===== src/rtl/adc_max10_avg_filter.sv =====
// Per-channel averaging filter for the MAX10 modular ADC response stream, with a latest-result register file.
// Define ADC_AVG_ROUND_EN to round averages half-up instead of truncating.
module adc_max10_avg_filter #(
   parameter int NUM_CH   = 17,
   parameter int AVG_LOG2 = 3
) (
   input  logic        CLK,
   input  logic        RESET,
   input  logic        clear,
   input  logic        in_valid,
   input  logic [4:0]  in_channel,
   input  logic [11:0] in_data,
   output logic        out_valid,
   output logic [4:0]  out_channel,
   output logic [11:0] out_data,
   input  logic [4:0]  rd_channel,
   output logic [11:0] rd_data,
   output logic        rd_fresh,
   input  logic        rd_ack,
   output logic        err_chan
);

   localparam int ACC_W = 12 + AVG_LOG2;
   localparam int CNT_W = (AVG_LOG2 > 0) ? AVG_LOG2 : 1;
   localparam logic [5:0] NUM_CH_W = 6'(NUM_CH);
   localparam logic [CNT_W-1:0] CNT_MAX = '1;
   localparam logic [ACC_W-1:0] HALF = ACC_W'((AVG_LOG2 > 0) ? (1 << (AVG_LOG2 - 1)) : 0);

   logic [ACC_W-1:0]  acc [NUM_CH];
   logic [CNT_W-1:0]  cnt [NUM_CH];
   logic [11:0]       res [NUM_CH];
   logic [NUM_CH-1:0] fresh;

   logic              in_range;
   logic              rd_range;
   logic [4:0]        ch_idx;
   logic [4:0]        rd_idx;
   logic              terminal;
   logic [ACC_W-1:0]  sum;
   logic [ACC_W-1:0]  biased;
   logic [11:0]       avg;

   assign in_range = ({1'b0, in_channel} < NUM_CH_W);
   assign rd_range = ({1'b0, rd_channel} < NUM_CH_W);
   assign ch_idx   = in_range ? in_channel : 5'd0;
   assign rd_idx   = rd_range ? rd_channel : 5'd0;

   // With AVG_LOG2=0 every sample is terminal, so the counter is never consulted.
   assign terminal = (AVG_LOG2 == 0) || (cnt[ch_idx] == CNT_MAX);
   assign sum      = acc[ch_idx] + ACC_W'(in_data);

`ifdef ADC_AVG_ROUND_EN
   assign biased = sum + HALF;
`else
   assign biased = sum;
`endif

   assign avg = 12'(biased >> AVG_LOG2);

   assign rd_data  = rd_range ? res[rd_idx] : 12'd0;
   assign rd_fresh = rd_range ? fresh[rd_idx] : 1'b0;

   // Reset wipes everything; clear flushes accumulation state but keeps the last results.
   always_ff @(posedge CLK) begin
      if (RESET) begin
         for (int i = 0; i < NUM_CH; i++) begin
            acc[i] <= '0;
            cnt[i] <= '0;
            res[i] <= '0;
         end
         fresh       <= '0;
         err_chan    <= 1'b0;
         out_valid   <= 1'b0;
         out_channel <= 5'd0;
         out_data    <= 12'd0;
      end else if (clear) begin
         for (int i = 0; i < NUM_CH; i++) begin
            acc[i] <= '0;
            cnt[i] <= '0;
         end
         fresh     <= '0;
         err_chan  <= 1'b0;
         out_valid <= 1'b0;
      end else begin
         out_valid <= 1'b0;
         if (rd_ack && rd_range) begin
            fresh[rd_idx] <= 1'b0;
         end
         // A completing average is written after the ack so that set wins on the same channel.
         if (in_valid) begin
            if (!in_range) begin
               err_chan <= 1'b1;
            end else if (!terminal) begin
               acc[ch_idx] <= sum;
               cnt[ch_idx] <= cnt[ch_idx] + CNT_W'(1);
            end else begin
               acc[ch_idx]   <= '0;
               cnt[ch_idx]   <= '0;
               res[ch_idx]   <= avg;
               fresh[ch_idx] <= 1'b1;
               out_valid     <= 1'b1;
               out_channel   <= in_channel;
               out_data      <= avg;
            end
         end
      end
   end

endmodule


===== config.mk =====
export PLATFORM = sky130hd
export DESIGN_NAME = adc_max10_avg_filter
export DESIGN_NICKNAME = d
export VERILOG_FILES = /design/src/rtl/adc_max10_avg_filter.sv
export SDC_FILE = /design/constraint.sdc
export NUM_CORES = 1
export LEC_CHECK = 0
export CORE_MARGIN = 8
export CORE_UTILIZATION = 59
export CTS_CLUSTER_SIZE = 25
export DETAILED_ROUTE_END_ITERATION = 8
export GPL_ROUTABILITY_DRIVEN = 1
export GPL_TIMING_DRIVEN = 0
export PLACE_DENSITY = 0.76
export REMOVE_ABC_BUFFERS = 1
export SLEW_MARGIN = 10
export SYNTH_ARGS = -nofsm -noshare
export SYNTH_HDL_FRONTEND = slang
export SYNTH_SLANG_ARGS = --single-unit

===== constraint.sdc =====
create_clock -name CLK -period 8.8 [get_ports CLK]
set_input_delay 2.64 -clock CLK [delete_from_list [all_inputs] [get_ports CLK]]
set_output_delay 2.64 -clock CLK [all_outputs]
set_load 0.05 [all_outputs]

==> results by group <==
Outcome
  • Status: finished, final reports clean

Pwr
  • Peak VDD IR: about 0.00017 V
  • Power per Cell Area: 223 mW/mm²
  • Tot Pwr: roughly 6.1 mW
  • Leakage power: 10.4 nW

Synth
  • Synth Area in Simple Gates: 14.6%
  • Ys async rst share: 0%
  • Sequential element share of the synthesized area: 66.3%
  • YS warnings: 0
  • Largest family of logic cells by synthesized area: simple AND/OR/NAND/NOR gates
  • XOR/XNOR share of the synthesized area: less than 1%
  • Syn Area/Cell: around 12 µm²
  • Mapped cell area: 0.0247 mm²
  • Yosys cell types: 70
  • Synth top area share: 63.4%
  • Post-Syn Instances: 2112
  • Most frequent cell after synthesis: nor2_1
  • Complex-gate fraction of the synthesized area: 10.6%
  • Synth Flop Type: edfxtp_1
  • Number of synthesized flops with an enable pin: 521
  • Leading area contributor after synthesis: edfxtp_1
  • Adder-Cell Fraction of Synth Area: 0.841%
  • Top post-synthesis cells by area: edfxtp_1, nor2_1, o22ai_1
  • Mux cell area share after synthesis: 3.91%
  • Synthesized flop and latch total: 557
  • Synth top cells by count: nor2_1, edfxtp_1, o22ai_1

Timing
  • Fmax: 115 MHz
  • Relative slew slack: between 10% and 20%
  • Final Max Tran Viols: 0
  • Hold Fails Final Rpt: 0
  • Worst-Margin Slew: 1.26 ns
  • Layout Skew: 0.0301 ns
  • Final worst path period need: 8.67 ns
  • RSZ-0062 raised after global routing: no
  • # setup viols final: 0
  • Crit share post-route: a little over nine tenths
  • Final hold slack: ~0.46 ns

Finish
  • Post-route cell area: 0.0276 mm²
  • Layout cells sized above 1: between 10% and 20%
  • N_diodes: 0
  • Area added between synthesis and finish: 11.6%
  • Filler instances: 3017
  • Final cell count without fillers: about 2.7k
  • Multi-input combinational cell area: about 0.0077 mm²
  • Seq. cell area: 0.0164 mm²
  • # nets final: 2122

Drt
  • Total wire length: 66000 µm
  • Via count: 17.4k
  • Antenna viol nets, final: 0
  • First DRT Iteration DRCs: 2169
  • DRC: 0
  • Vias/cell: approximately 6.5
  • Wirelength per Cell: 24.7 µm
  • Pre-antenna DRT Iters: 6

Clock network
  • H-Tree Depth: 2
  • Root buf cell: clkbuf_16
  • TritonCTS clock tree: yes
  • Skew-Pair Late Insertion Delay: between 0.6 and 0.7 ns
  • CTS hold repair buffers: 0
  • Longest Clk Path Bufs: 3
  • Clock sinks: 557
  • CTS buffer count: 55
  • Postcts setup bufs: 0
  • Clock slew at reported path FFs: about 0.060 ns

Place
  • Port bufs: 58
  • Placement Cell Area: roughly 0.026 mm²
  • Hpwl dp: 40900 µm
  • Gpl congestion: around 0.91
  • DP Cell Count: 2561

GRT
  • Pin count of the biggest net entering global routing: 53
  • First-pass GRT wire length: 98900 µm
  • Initial antenna violation count: 0
  • GR Overflow Total: 0
  • Vias in the first global route: 16.9k
  • Total Routing Usage GR: 26.9%

Setup path
  • Critical path class: in -> out
  • R2R cell count: 11
  • Slowest-stage cell, CP: clkdlybuf4s50_1
  • Crit-path cells: clkdlybuf4s50_1 > clkinv_4 > or3_4 > buf_12 > o22ai_1 > o21ai_0 > nand3_1 > o21ai_0 > clkdlybuf4s50_1
  • Buf+Inv Stages, Crit Path: 4
  • R2r endpoint: res[6][0]
  • Largest fanout on the critical path: 30
  • Crit path required time: 6.16 ns
  • Reg2reg setup slack: 3.29 ns
  • Startpoint Class: primary input
  • Delay-heaviest family, CP: buffers and inverters
  • WP depth: 9
  • Max incr delay on CP: 0.72 ns
  • Worst R2R Start: cnt[19][0]
  • Crit path arrival time: a little over 6 ns
  • Nature of the critical path endpoint: primary output

Floorplan
  • Die W: about 220 µm
  • Core ar.: 0.0417 mm²
  • Die H: between 200 and 250 µm
  • Standard-cell rows: 75
  • Ports: 59
  • Initial Utilization: 59.2%
  • Die Area: 0.0486 mm²

Hold path
  • HP Class: reg -> reg
  • Hold Crit Start: out_channel[0]
  • Hold depth: 2
  • Worst Hold Path EP: out_channel[0]

Run
  • Maxcap violations: 0
## worst max-delay path by stage
stage	slack, ns	startpoint	endpoint
finish	0.13	rd_channel[0]	rd_data[8]
global route	0.05	rd_channel[0]	rd_data[6]
CTS	0.02	in_channel[2]	res[8][1]
detailed placement	-1.34	in_channel[2]	res[7][7]
global placement	-4.61	in_channel[0]	res[7][6]
floorplan	0.32	rd_channel[4]	rd_data[0]
## cells in the final DEF, fill, tap and decap left out, types with 33 or more instances in the layout
master / n
nor2_1: 532
edfxtp_1: 521
o22ai_1: 165
nand2_1: 131
o21ai_0: 62
a21oi_1: 60
clkbuf_16: 56
clkdlybuf4s50_1: 45
nand3_1: 44
dfxtp_1: 36
nand2b_1: 33
## registers in the layout (all words and copies together), names as in the netlist
signal	count
out_data	12
err_chan	1
acc	255
res	204
out_valid	1
fresh	17
out_channel	5
cnt	62
## routing by layer
layer  vias up  track usage, %  part of all wire [%]
li1       7617               -                     -
met5         -               0                     0
met4         0            12.3                   4.6
met2      1108            46.1                    50
met3       187            4.31                   9.6
met1      8438            33.6                    36
## tightest hold or removal path, stage by stage (launching register included)
cell and delay (ns):
dfxtp_1 0.31, nand2_1 0.05, a21oi_1 0.05
## stage by stage
step	setup TNS (ns)	worst slack (ns)	utilization, %
after global routing	0	0.0513	66.1
after floorplan	0	0.322	-
final	0	0.130	66.1
after detailed placement	-277.27	-1.34	61.7
after global placement	-2817.36	-4.61	60.5
after CTS	0	0.0213	66.1
## logic make-up (layout without fill, tap and decap cells)
logic type / after synthesis / in the layout
flops: 557 / 557
compound gates: 407 / 407
fa+ha+maj: 16 / 16
mux: 71 / 71
buf+inv: 197 / 201
simple gates: 854 / 854
xor+xnor: 9 / 9
other cells: 1 / 11
## power by group
part / leakage [nW] / switching, mW / internal (mW)
registers: 5.93 / 0.0301 / 2.99
logic: 3.59 / 0.602 / 0.201
clock network: 0.862 / 1.01 / 1.31
total: 10.4 / 1.64 / 4.50
## final cells by class
class / count / share of cell area [%]
Sequential cell: 557 / 59.4
Tap cell: 539 / 2.45
Clock buffer: 73 / 5.54
Timing Repair Buffer: 79 / 3.39
Multi-Input combinational cell: 1368 / 28.0
Inverter: 18 / 0.313
Clock inverter: 31 / 0.908
## repair_timing
action,in CTS,in global routing
setup endpoints to repair,219,161
pin swaps,0,0
resized for setup,18,4
Note: power is estimated with default switching activity, not from simulation.
